===== config.mk =====
export PLATFORM = sky130hd
export DESIGN_NAME = bus_router_flat
export DESIGN_NICKNAME = d
export VERILOG_FILES = /design/src/rtl/bus_router_if.sv /design/src/rtl/bus_router.sv /design/src/flat_wrapper.sv
export SDC_FILE = /design/constraint.sdc
export NUM_CORES = 1
export LEC_CHECK = 0
export ABC_AREA = 1
export CORE_MARGIN = 5
export CORE_UTILIZATION = 42
export CTS_CLUSTER_SIZE = 40
export DETAILED_ROUTE_END_ITERATION = 12
export GPL_ROUTABILITY_DRIVEN = 0
export PLACE_DENSITY = 0.78
export SYNTH_ARGS = -nofsm -noshare
export SYNTH_HDL_FRONTEND = slang
export SYNTH_SLANG_ARGS = --single-unit

===== constraint.sdc =====
create_clock -name clk -period 2.12 [get_ports clk]
set_input_delay 0.636 -clock clk [delete_from_list [all_inputs] [get_ports clk]]
set_output_delay 0.636 -clock clk [all_outputs]
set_load 0.005 [all_outputs]

===== src/rtl/bus_router_if.sv =====
// ----------------------------------------------------------------------------
// bus_router_if
// Purpose : Bundles the CPU-side primary bus and the shared target-side bus
//           of the OTTER address router into one interface.
// Signals : m_*  primary request/response (CPU side)
//           t_*  target request/response (slave side, t_req one-hot)
// Modports: slave  - view of the router itself
//           master - view of the environment (CPU + targets) driving the router
// ----------------------------------------------------------------------------
interface bus_router_if #(
    parameter int N_TGT  = 2,
    parameter int ADDR_W = 32,
    parameter int DATA_W = 32
);
    // Primary side
    logic                    m_req;
    logic                    m_wr;
    logic [1:0]              m_size;
    logic [ADDR_W-1:0]       m_addr;
    logic [DATA_W-1:0]       m_wdata;
    logic                    m_busy;
    logic                    m_ready;
    logic [DATA_W-1:0]       m_rdata;
    logic                    m_error;

    // Target side
    logic [N_TGT-1:0]        t_req;
    logic                    t_wr;
    logic [1:0]              t_size;
    logic [ADDR_W-1:0]       t_addr;
    logic [DATA_W-1:0]       t_wdata;
    logic [N_TGT-1:0]        t_ack;
    logic [N_TGT*DATA_W-1:0] t_rdata;
    logic [N_TGT-1:0]        t_error;

    modport slave (
        input  m_req, m_wr, m_size, m_addr, m_wdata,
        output m_busy, m_ready, m_rdata, m_error,
        output t_req, t_wr, t_size, t_addr, t_wdata,
        input  t_ack, t_rdata, t_error
    );

    modport master (
        output m_req, m_wr, m_size, m_addr, m_wdata,
        input  m_busy, m_ready, m_rdata, m_error,
        input  t_req, t_wr, t_size, t_addr, t_wdata,
        output t_ack, t_rdata, t_error
    );
endinterface


===== src/rtl/bus_router.sv =====
// ----------------------------------------------------------------------------
// bus_router
// Purpose : Address router between the CPU-side primary and N_TGT target
//           slaves. The target is selected from the top RGN_W address bits.
//           Each access runs as a registered transaction with a target ack
//           handshake, a timeout watchdog and error responses for unmapped
//           or misaligned accesses.
// Ports   : clk          clock, rising edge
//           rst_n        asynchronous active-low reset
//           io_bus       bus_router_if.slave (primary + target buses)
//           o_dbg_state  current FSM state (0 IDLE, 1 WAIT, 2 RESP)
//
// Handshake: the primary raises m_req with m_wr/m_size/m_addr/m_wdata stable;
// it is sampled only in IDLE, and the primary may re-request only after the
// single-cycle m_ready strobe (m_rdata/m_error valid only with m_ready, 0
// otherwise). Toward the targets, t_req[sel] stays high every WAIT cycle with
// the t_* command held stable; the selected target completes by raising
// t_ack[sel] for one cycle with its t_rdata slice and t_error valid. Acks from
// unselected targets, or outside WAIT, are ignored.
// ----------------------------------------------------------------------------
module bus_router #(
    parameter int                     N_TGT   = 2,
    parameter int                     ADDR_W  = 32,
    parameter int                     DATA_W  = 32,
    parameter int                     RGN_W   = 4,
    parameter logic [N_TGT*RGN_W-1:0] RGN_LO  = {4'h4, 4'h0},
    parameter logic [N_TGT*RGN_W-1:0] RGN_HI  = {4'h5, 4'h3},
    parameter int                     TIMEOUT = 255
) (
    input  logic               clk,
    input  logic               rst_n,
    bus_router_if.slave        io_bus,
    output logic [1:0]         o_dbg_state
);
    localparam int SEL_W = (N_TGT > 1) ? $clog2(N_TGT) : 1;
    localparam int CNT_W = $clog2(TIMEOUT + 1);

    typedef enum logic [1:0] {
        S_IDLE = 2'd0,
        S_WAIT = 2'd1,
        S_RESP = 2'd2
    } state_t;

    state_t              r_state;
    state_t              w_next_state;

    logic [SEL_W-1:0]    r_sel;
    logic [CNT_W-1:0]    r_cnt;
    logic                r_wr;
    logic [1:0]          r_size;
    logic [ADDR_W-1:0]   r_addr;
    logic [DATA_W-1:0]   r_wdata;
    logic [DATA_W-1:0]   r_rdata;
    logic                r_error;

    logic [RGN_W-1:0]    w_region;
    logic                w_dec_hit;
    logic [SEL_W-1:0]    w_dec_sel;
    logic                w_misalign;
    logic                w_fault;
    logic                w_ack;
    logic [DATA_W-1:0]   w_ack_rdata;
    logic                w_ack_error;
    logic                w_timeout;

    // ------------------------------------------------------------------
    // Address decode of the live primary request
    // ------------------------------------------------------------------
    assign w_region = io_bus.m_addr[ADDR_W-1 -: RGN_W];

    // Scan from the highest index down so the lowest matching target is
    // the last assignment and wins on overlapping regions.
    always_comb begin
        w_dec_hit = 1'b0;
        w_dec_sel = '0;
        for (int i = N_TGT - 1; i >= 0; i--) begin
            if ((w_region >= RGN_LO[i*RGN_W +: RGN_W]) &&
                (w_region <= RGN_HI[i*RGN_W +: RGN_W])) begin
                w_dec_hit = 1'b1;
                w_dec_sel = SEL_W'(i);
            end
        end
    end

    always_comb begin
        case (io_bus.m_size)
            2'd0:    w_misalign = 1'b0;
            2'd1:    w_misalign = io_bus.m_addr[0];
            2'd2:    w_misalign = (io_bus.m_addr[1:0] != 2'b00);
            default: w_misalign = 1'b1;   // size 3 is illegal
        endcase
    end

    assign w_fault = !w_dec_hit || w_misalign;

    // ------------------------------------------------------------------
    // Response mux from the selected target only
    // ------------------------------------------------------------------
    always_comb begin
        w_ack       = 1'b0;
        w_ack_rdata = '0;
        w_ack_error = 1'b0;
        for (int i = 0; i < N_TGT; i++) begin
            if (r_sel == SEL_W'(i)) begin
                w_ack       = io_bus.t_ack[i];
                w_ack_rdata = io_bus.t_rdata[i*DATA_W +: DATA_W];
                w_ack_error = io_bus.t_error[i];
            end
        end
    end

    // Last permitted WAIT cycle; an ack in this same cycle still wins.
    assign w_timeout = (r_cnt == CNT_W'(TIMEOUT - 1));

    // ------------------------------------------------------------------
    // FSM: state register + next-state logic
    // ------------------------------------------------------------------
    always_ff @(posedge clk or negedge rst_n) begin
        if (!rst_n) begin
            r_state <= S_IDLE;
        end else begin
            r_state <= w_next_state;
        end
    end

    always_comb begin
        w_next_state = r_state;
        case (r_state)
            S_IDLE: begin
                if (io_bus.m_req) begin
                    w_next_state = w_fault ? S_RESP : S_WAIT;
                end
            end
            S_WAIT: begin
                if (w_ack || w_timeout) begin
                    w_next_state = S_RESP;
                end
            end
            S_RESP:  w_next_state = S_IDLE;
            default: w_next_state = S_IDLE;
        endcase
    end

    // ------------------------------------------------------------------
    // Datapath: command latch, wait counter, response capture
    // ------------------------------------------------------------------
    always_ff @(posedge clk or negedge rst_n) begin
        if (!rst_n) begin
            r_sel   <= '0;
            r_cnt   <= '0;
            r_wr    <= 1'b0;
            r_size  <= 2'd0;
            r_addr  <= '0;
            r_wdata <= '0;
            r_rdata <= '0;
            r_error <= 1'b0;
        end else begin
            case (r_state)
                S_IDLE: begin
                    r_cnt <= '0;
                    if (io_bus.m_req) begin
                        r_wr    <= io_bus.m_wr;
                        r_size  <= io_bus.m_size;
                        r_addr  <= io_bus.m_addr;
                        r_wdata <= io_bus.m_wdata;
                        r_sel   <= w_dec_sel;
                        r_rdata <= '0;
                        // A decode fault goes straight to RESP carrying the error.
                        r_error <= w_fault;
                    end
                end
                S_WAIT: begin
                    if (w_ack) begin
                        r_rdata <= w_ack_rdata;
                        r_error <= w_ack_error;
                    end else if (w_timeout) begin
                        r_rdata <= '0;
                        r_error <= 1'b1;
                    end else begin
                        r_cnt <= r_cnt + 1'b1;
                    end
                end
                S_RESP: begin
                    r_rdata <= '0;
                    r_error <= 1'b0;
                end
                default: begin
                end
            endcase
        end
    end

    // ------------------------------------------------------------------
    // Outputs
    // ------------------------------------------------------------------
    // t_req is decoded from state so an asynchronous reset drops it at once.
    always_comb begin
        io_bus.t_req = '0;
        if (r_state == S_WAIT) begin
            for (int i = 0; i < N_TGT; i++) begin
                io_bus.t_req[i] = (r_sel == SEL_W'(i));
            end
        end
    end

    assign io_bus.t_wr    = r_wr;
    assign io_bus.t_size  = r_size;
    assign io_bus.t_addr  = r_addr;
    assign io_bus.t_wdata = r_wdata;

    assign io_bus.m_busy  = (r_state != S_IDLE);
    assign io_bus.m_ready = (r_state == S_RESP);
    assign io_bus.m_rdata = (r_state == S_RESP) ? r_rdata : '0;
    assign io_bus.m_error = (r_state == S_RESP) ? r_error : 1'b0;

    assign o_dbg_state    = r_state;
endmodule


===== src/flat_wrapper.sv =====
// flat-port wrapper written by rule: the top's interface ports become plain ports
module bus_router_flat 
#(
    parameter int                     N_TGT   = 2,
    parameter int                     ADDR_W  = 32,
    parameter int                     DATA_W  = 32,
    parameter int                     RGN_W   = 4,
    parameter logic [N_TGT*RGN_W-1:0] RGN_LO  = {4'h4, 4'h0},
    parameter logic [N_TGT*RGN_W-1:0] RGN_HI  = {4'h5, 4'h3},
    parameter int                     TIMEOUT = 255
)
  (clk, rst_n, o_dbg_state, io_bus_m_req, io_bus_m_wr, io_bus_m_size, io_bus_m_addr, io_bus_m_wdata, io_bus_m_busy, io_bus_m_ready, io_bus_m_rdata, io_bus_m_error, io_bus_t_req, io_bus_t_wr, io_bus_t_size, io_bus_t_addr, io_bus_t_wdata, io_bus_t_ack, io_bus_t_rdata, io_bus_t_error);
  bus_router_if #(.N_TGT(N_TGT), .ADDR_W(ADDR_W), .DATA_W(DATA_W)) io_bus_i ();
  input  logic clk;
  input  logic rst_n;
  output logic [1:0] o_dbg_state;
  input wire logic [$bits(io_bus_i.m_req)-1:0] io_bus_m_req;
  input wire logic [$bits(io_bus_i.m_wr)-1:0] io_bus_m_wr;
  input wire logic [$bits(io_bus_i.m_size)-1:0] io_bus_m_size;
  input wire logic [$bits(io_bus_i.m_addr)-1:0] io_bus_m_addr;
  input wire logic [$bits(io_bus_i.m_wdata)-1:0] io_bus_m_wdata;
  output wire logic [$bits(io_bus_i.m_busy)-1:0] io_bus_m_busy;
  output wire logic [$bits(io_bus_i.m_ready)-1:0] io_bus_m_ready;
  output wire logic [$bits(io_bus_i.m_rdata)-1:0] io_bus_m_rdata;
  output wire logic [$bits(io_bus_i.m_error)-1:0] io_bus_m_error;
  output wire logic [$bits(io_bus_i.t_req)-1:0] io_bus_t_req;
  output wire logic [$bits(io_bus_i.t_wr)-1:0] io_bus_t_wr;
  output wire logic [$bits(io_bus_i.t_size)-1:0] io_bus_t_size;
  output wire logic [$bits(io_bus_i.t_addr)-1:0] io_bus_t_addr;
  output wire logic [$bits(io_bus_i.t_wdata)-1:0] io_bus_t_wdata;
  input wire logic [$bits(io_bus_i.t_ack)-1:0] io_bus_t_ack;
  input wire logic [$bits(io_bus_i.t_rdata)-1:0] io_bus_t_rdata;
  input wire logic [$bits(io_bus_i.t_error)-1:0] io_bus_t_error;
  assign io_bus_i.m_req = io_bus_m_req;
  assign io_bus_i.m_wr = io_bus_m_wr;
  assign io_bus_i.m_size = io_bus_m_size;
  assign io_bus_i.m_addr = io_bus_m_addr;
  assign io_bus_i.m_wdata = io_bus_m_wdata;
  assign io_bus_m_busy = io_bus_i.m_busy;
  assign io_bus_m_ready = io_bus_i.m_ready;
  assign io_bus_m_rdata = io_bus_i.m_rdata;
  assign io_bus_m_error = io_bus_i.m_error;
  assign io_bus_t_req = io_bus_i.t_req;
  assign io_bus_t_wr = io_bus_i.t_wr;
  assign io_bus_t_size = io_bus_i.t_size;
  assign io_bus_t_addr = io_bus_i.t_addr;
  assign io_bus_t_wdata = io_bus_i.t_wdata;
  assign io_bus_i.t_ack = io_bus_t_ack;
  assign io_bus_i.t_rdata = io_bus_t_rdata;
  assign io_bus_i.t_error = io_bus_t_error;
  bus_router #(.N_TGT(N_TGT), .ADDR_W(ADDR_W), .DATA_W(DATA_W), .RGN_W(RGN_W), .RGN_LO(RGN_LO), .RGN_HI(RGN_HI), .TIMEOUT(TIMEOUT)) u_core (.clk(clk), .rst_n(rst_n), .io_bus(io_bus_i), .o_dbg_state(o_dbg_state));
endmodule

==> flow_metrics.py <==
metrics = {
    "status": {
        "violations": "setup timing",
        "outcome": "finished, violations left",
    },
    "placement": {
        "place_ws_ps": 31.8,
        "port_buffers": 243,
        "detailed_place_hpwl_um": 12200,
        "place.detailed.instances": 1114,
    },
    "setup_path": {
        "end_kind": "output pin",
        "r2r_slack_ps": 360,
        "criticalPathCategory": "flop to output pin",
        "critical_path_peak_fanout": 6,
        "reg2reg_from": "u_core.o_dbg_state[1]",
        "arrival_ps": 1570,
        "worst_ep_required_time_ps": 1480,
        "critical_path.startpoint": "u_core.o_dbg_state[1]",
        "critical_path.startpoint_type": "flop",
    },
    "floorplanning": {
        "core_area_mm2": 0.0125,
        "floorplan.die.height_um": 122,
        "die_boundary_width_um": 122,
        "io_pins": 244,
        "initial_core_util_pct": 42.5,
        "rows": 41,
        "dieArea_mm2": 0.0150,
    },
    "cells_and_area": {
        "mostFrequentLayoutCells": "403 x sky130_fd_sc_hd__nand2_1, 204 x sky130_fd_sc_hd__clkdlybuf4s50_1, 110 x sky130_fd_sc_hd__dfrtp_1, 46 x sky130_fd_sc_hd__inv_1, 33 x sky130_fd_sc_hd__a21oi_1",
        "fraction_of_final_layout_cells_sized_beyond_drive_strength_1_pct": 13.0,
        "fin_util_pct": 67.8,
        "mostFrequentLayoutCell": "sky130_fd_sc_hd__nand2_1",
        "num_antenna_cells": 0,
        "flow.area_growth_from_synthesis_pct": 59.6,
        "finish.net_count": 1108,
        "finish.cell_count_without_fillers": 1141,
    },
    "yosys": {
        "number_of_flops_mapped_to_enable_cells_by_yosys": 0,
        "syn-instance-count": 711,
        "ys_seq_area_share_pct": 52.5,
        "post_synth_instance_area_mm2": 0.00529,
        "syn-num-nets": 855,
        "synth-main-ff-cell": "sky130_fd_sc_hd__dfrtp_1",
        "yosysUniqueCellTypes": 27,
        "synthesis.area_per_instance_um2": 7.45,
        "postSynthRegisterBits": 111,
        "count_of_warnings_emitted_by_yosys": 0,
        "async_flop_share_pct": 100,
    },
    "clock_network": {
        "cts_max_path_buffers": 2,
        "cts-buffers-inserted": 9,
        "htreeDepth": 3,
        "clock_latency_ps": 340,
        "cts_tree": "done",
        "tritoncts_num_sinks": 111,
        "clk_pin_slew_worst_paths_ps": 80,
        "clock_tree.root_cell": "sky130_fd_sc_hd__clkbuf_16",
    },
    "power_and_ir_drop": {
        "power.leakage_nw": 4.49,
        "ir_worst_vdd_mv": 0.698,
        "power_density_mw_per_mm2": 1070,
    },
    "detailed_routing": {
        "detailed_route_wl_um": 17500,
        "ant_nets": 0,
        "route.detailed.wl_per_inst_um": 15.3,
        "drt_iter0_markers": 374,
        "drt-pass1-iter-count": 5,
        "routed-via-count": 5364,
        "route.detailed.vias_per_inst": 4.70,
        "post_route_drc": 0,
    },
    "grt": {
        "initial_antenna_violation_count": 0,
        "grt_pass1_vias": 5190,
        "grt_max_degree": 59,
        "wire_length_of_the_first_global_routing_pass_um": 26800,
        "track_usage_pct": 22.8,
        "grt_remaining_overflow": 0,
    },
    "sta": {
        "grt_setup_unrepaired": "true",
        "worst_slack_ps": -82.2,
        "tightest_slew_ps": 378,
        "finClkSkew_ps": 10.4,
        "fin_setup_tns_ps": -443,
        "final_hold_viol_count": 0,
        "timing.final.setup_violations": 7,
        "maxClockFrequency_mhz": 454,
        "time_the_worst_path_needs_with_i_o_delays_and_setup_ps": 2200,
        "maxSlewViolCount": 0,
        "layout_worst_path_cycle_share_pct": 104,
        "max-slew-margin-rel_pct": 74.8,
    },
    "job": {
        "cap_viol_max_count": 0,
    },
    "hold_path": {
        "hold_path.class": "primary input to asynchronous set/reset pin",
    },
}
logic make-up after synthesis:
group / share of synthesized area, %
AO/OA/AOI/OAI: 4.75
buffers and inverters: 7.30
flip-flops: 52.5
adder cells (fa/ha/maj): 1.42
XOR/XNOR: 0.662
AND/OR/NAND/NOR: 33.4
worst max-delay path, cell delays in order, from the launching register on:
cell and delay, ps:
sky130_fd_sc_hd__dfrtp_2 430, sky130_fd_sc_hd__ha_4 180, sky130_fd_sc_hd__buf_6 130, sky130_fd_sc_hd__buf_16 140
sky130_fd_sc_hd__buf_4 130, sky130_fd_sc_hd__nand2_2 60, sky130_fd_sc_hd__inv_2 30, sky130_fd_sc_hd__buf_2 110
power by group:
part / total (mW) / leakage (nW) / internal [mW] / switching, mW
combinational: 4.21 / 2.92 / 2.26 / 1.95
clock: 1.63 / 0.139 / 0.836 / 0.793
sequential: 3.17 / 1.43 / 2.78 / 0.386
cell usage after synthesis (all sizes together) (2+ instances only):
cell type	instances	share of area, %
xnor2	2	0.33
a21oi	34	3.3
inv	57	4.1
nor2	11	1.3
buf	16	1.9
o21ai	11	1.0
nand3	9	0.85
ha	6	1.4
dfrtp	111	52
clkbuf	19	1.3
nand4	2	0.24
nand2	427	31
xor2	2	0.33
registers in the layout, summed over array words and instances (netlist names):
signal                 count
u_core.r_error             1
u_core.io_bus.t_wr         1
u_core.r_rdata            32
u_core.r_cnt               8
u_core.io_bus.t_addr      32
u_core.io_bus.t_wdata     32
u_core.o_dbg_state         2
u_core.r_sel               1
u_core.io_bus.t_size       2
per-layer routing:
layer / GRT usage (%) / up-vias / wire length (um)
met5: 0 / - / 0
met4: 4.41 / 0 / 154
met3: 9.82 / 13 / 2240
met2: 36.9 / 245 / 8020
met1: 28.8 / 2472 / 7080
li1: - / 2634 / -
through the flow:
step / hold WS, ps / instance area [um2] / total power, mW
floorplan: 340 / 5290 / 4.64
global placement: 459 / 8040 / 6.93
detailed placement: 464 / 8040 / 6.97
CTS: 118 / 8410 / 9.07
global route: 117 / 8450 / 9.60
finish: 126 / 8450 / 9.01
what timing repair did:
item / CTS / global route
setup buffers: 7 / 3
hold buffers: 0 / 0
endpoints found under the setup margin: 37 / 36
pin swaps: 1 / 1
resized for setup: 154 / 30
cloned: 3 / 0
layout make-up:
| class | instances | area, um2 |
|---|---|---|
| inverter | 57 | 219 |
| fill | 1027 | 4020 |
| clock buffer | 10 | 239 |
| multi-input combinational | 508 | 2240 |
| timing repair buffer | 277 | 2720 |
| sequential | 111 | 2780 |
| tap | 172 | 215 |
| clock inverter | 6 | 43.8 |
path summary, 6_finish.rpt:
check                                      endpoint  depth (start not counted)
max reg2reg                       u_core.r_rdata[4]                         12
min reg2reg                u_core.io_bus.t_wdata[8]                          2
min in group clk           u_core.io_bus.t_wdata[8]                          2
max                              io_bus_m_rdata[31]                          7
min                              u_core.r_rdata[26]                          1
max in group asynchronous  u_core.io_bus.t_addr[28]                          2
Power figures use the tool's default switching activity.
==> RTL change: new RTL, same settings <==
`TIMEOUT` is set to 255 in 2 places; all go to 510.
--- a/src/rtl/bus_router.sv
+++ b/src/rtl/bus_router.sv
@@ -25,7 +25,7 @@
     parameter int                     RGN_W   = 4,
     parameter logic [N_TGT*RGN_W-1:0] RGN_LO  = {4'h4, 4'h0},
     parameter logic [N_TGT*RGN_W-1:0] RGN_HI  = {4'h5, 4'h3},
-    parameter int                     TIMEOUT = 255
+    parameter int                     TIMEOUT = 510
 ) (
     input  logic               clk,
     input  logic               rst_n,
--- a/src/flat_wrapper.sv
+++ b/src/flat_wrapper.sv
@@ -7,7 +7,7 @@
     parameter int                     RGN_W   = 4,
     parameter logic [N_TGT*RGN_W-1:0] RGN_LO  = {4'h4, 4'h0},
     parameter logic [N_TGT*RGN_W-1:0] RGN_HI  = {4'h5, 4'h3},
-    parameter int                     TIMEOUT = 255
+    parameter int                     TIMEOUT = 510
 )
   (clk, rst_n, o_dbg_state, io_bus_m_req, io_bus_m_wr, io_bus_m_size, io_bus_m_addr, io_bus_m_wdata, io_bus_m_busy, io_bus_m_ready, io_bus_m_rdata, io_bus_m_error, io_bus_t_req, io_bus_t_wr, io_bus_t_size, io_bus_t_addr, io_bus_t_wdata, io_bus_t_ack, io_bus_t_rdata, io_bus_t_error);
   bus_router_if #(.N_TGT(N_TGT), .ADDR_W(ADDR_W), .DATA_W(DATA_W)) io_bus_i ();
Formal check against the unedited RTL: same outputs for any inputs over 4 cycles, from zero or initial values and one cycle with rst_n low; that may be too few to reach the edited logic, so the function may still have changed.
==> RTL change against the original RTL <==
The run still ends with setup timing left. Routed wire length down 3.1%. Sequential cell count up 1. First-iteration DRC count down 13%. Synthesized cell count up 1.7%. Global-route usage down 0.80 points. Critical path depth unchanged. Count of clock-buffer cells in the layout unchanged. Maximum frequency up 0.95%. Design area up 2.6%. Area after synthesis up 2.6%. Worst hold slack better by 0.13 ns. Total power up 4.1%. Setup slack better by 0.021 ns. Largest cell class unchanged.
==> RTL change: results (changes against the original RTL) <==
- Outcome: finished, violations left (unchanged)
- Violated checks: setup timing (unchanged)
- Synth Flop Type: dfrtp_1 (unchanged)
- Share of layout cells above drive strength 1: 15.41% (was 13.00%)
- GRT Util Overall: 21.99% (was 22.80%)
- Placed inst area: 0.008152 sq mm (was 0.008044 sq mm)
- Setup TNS: -0.4370 ns (was -0.4431 ns)
- Pin count of the biggest net entering global routing: 63 (was 59)
- Worst R2R Start: u_core.o_dbg_state[0] (was u_core.o_dbg_state[1])
- Post-synthesis sequential area ratio: 51.61% (was 52.47%)
- Worst EP arrival: 1.55 ns (was 1.57 ns)
- Fin nets: 1119 (was 1108)
- Setup WS post-layout: -0.06154 ns (was -0.08218 ns)
- Rel. slew slack: 67.17% (was 74.80%)
- Via density: 4.685 (was 4.701)
- Setup Viol. Count Final: 9 (was 7)
- Ys async rst share: 100.0% (unchanged)
- Vias in the first global route: 5369 (was 5190)
- Post-DP HPWL: 12040 microns (was 12180 microns)
- Synth area leaders: dfrtp_1, nand2_1, inv_1 (unchanged)
- Reg2reg end: u_core.r_rdata[13] (was u_core.r_rdata[4])
- Final clock skew: 0.008188 ns (was 0.01044 ns)
- R2R cell count: 10 (was 12)
- Worst Path Max Fanout: 5 (was 6)
- Netlist cell types: 29 (was 27)
- Syn nets: 867 (was 855)
- Post-Route WL: 16940 microns (was 17490 microns)
- P_leak: 0.004487 uW (was 0.004493 uW)
- First-pass GRT wire length: 26540 microns (was 26820 microns)
- First-pass detailed-route iteration total: 4 (was 5)
- Clk slew on worst S/H paths: 0.08 ns (about the same)
- ANT cells: 0 (unchanged)
- Post-synth top cells: nand2_1, dfrtp_1, inv_1, clkbuf_1, o21ai_1 (was nand2_1, dfrtp_1, inv_1, a21oi_1, clkbuf_1)
- Peak VDD IR: 0.7563 mV (was 0.6977 mV)
- # fillers: 1070 (was 1027)
- Iteration-0 DRC count of the detailed router: 325 (was 374)
- Reg2reg setup slack: 0.33 ns (was 0.36 ns)
- Switching power: 3157 uW (was 3132 uW)
RTL change: kinds of logic (layout without fill, tap and decap cells):
group	Yosys count	after routing	share of synthesized area (%)
flip-flops	112	112	51.61
adder cells (fa/ha/maj)	6	6	1.382
buffers and inverters	96	353	7.696
AND/OR/NAND/NOR	455	455	33.04
AO/OA/AOI/OAI	52	52	5.945
XOR/XNOR	2	2	0.3226
RTL change: worst max-delay path by stage:
stage	to	slack (ns)	depth (start not counted)
2_1_floorplan	io_bus_m_rdata[0]	0.22	6
3_3_place_gp	io_bus_m_rdata[19]	0.06	6
3_5_place_dp	io_bus_m_error	0.003	6
4_1_cts	io_bus_m_rdata[26]	-0.14	8
5_1_grt	io_bus_m_rdata[0]	-0.11	8
6_report	io_bus_m_rdata[0]	-0.06	7
RTL change: worst max-delay path: stages (launching register included):
cell and delay [ns]:
dfrtp_1 0.42, ha_4 0.20, buf_6 0.13, buf_12 0.12, buf_16 0.14, nand2_2 0.05
inv_1 0.03, buf_2 0.12
RTL change: power by group through the flow:
stage	sequential (uW)	clock, uW	combinational (uW)
after floorplan	3230	0	1550
after global placement	3210	0	3750
after detailed placement	3210	0	3820
after CTS	3200	2050	4400
after global routing	3290	2130	4610
final	3200	2000	4190
RTL change: layout make-up:
class                      instances  area (sq um)  area share (%)
inverter                          61         234.0           2.700
multi-input combinational        515          2332           26.91
sequential                       112          2803           32.34
clock buffer                      10         239.0           2.758
tap                              172         215.2           2.483
clock inverter                     6         121.4           1.401
timing repair buffer             276          2721           31.40
RTL change: timing repair:
item / 4_1_cts / 5_1_grt
pin swaps: 1 / 1
setup buffers: 11 / 2
gates cloned: 4 / 0
setup endpoints to repair: 37 / 36
resized for setup: 167 / 23
RTL change: layer usage:
layer  routed length [microns]  global-route usage [%]
met1                      6791                   27.10
met2                      8078                   36.67
met3                      1859                   7.357
met4                       214                   6.644
met5                         0                       0
RTL change: through the flow:
| stage | total power, uW | setup slack, ns | hold slack (ns) | util [%] | std cells |
|---|---|---|---|---|---|
| 2_1_floorplan | 4783 | 0.2213 | 0.3404 | - | 723 |
| 3_3_place_gp | 6962 | 0.06341 | 0.4597 | 64.33 | 1126 |
| 3_5_place_dp | 7026 | 0.002828 | 0.4653 | 64.33 | 1126 |
| 4_1_cts | 9654 | -0.1415 | 0.2706 | 68.50 | 1155 |
| 5_1_grt | 10040 | -0.1107 | 0.2880 | 68.39 | 1152 |
| 6_report | 9386 | -0.06154 | 0.2516 | 68.39 | 1152 |
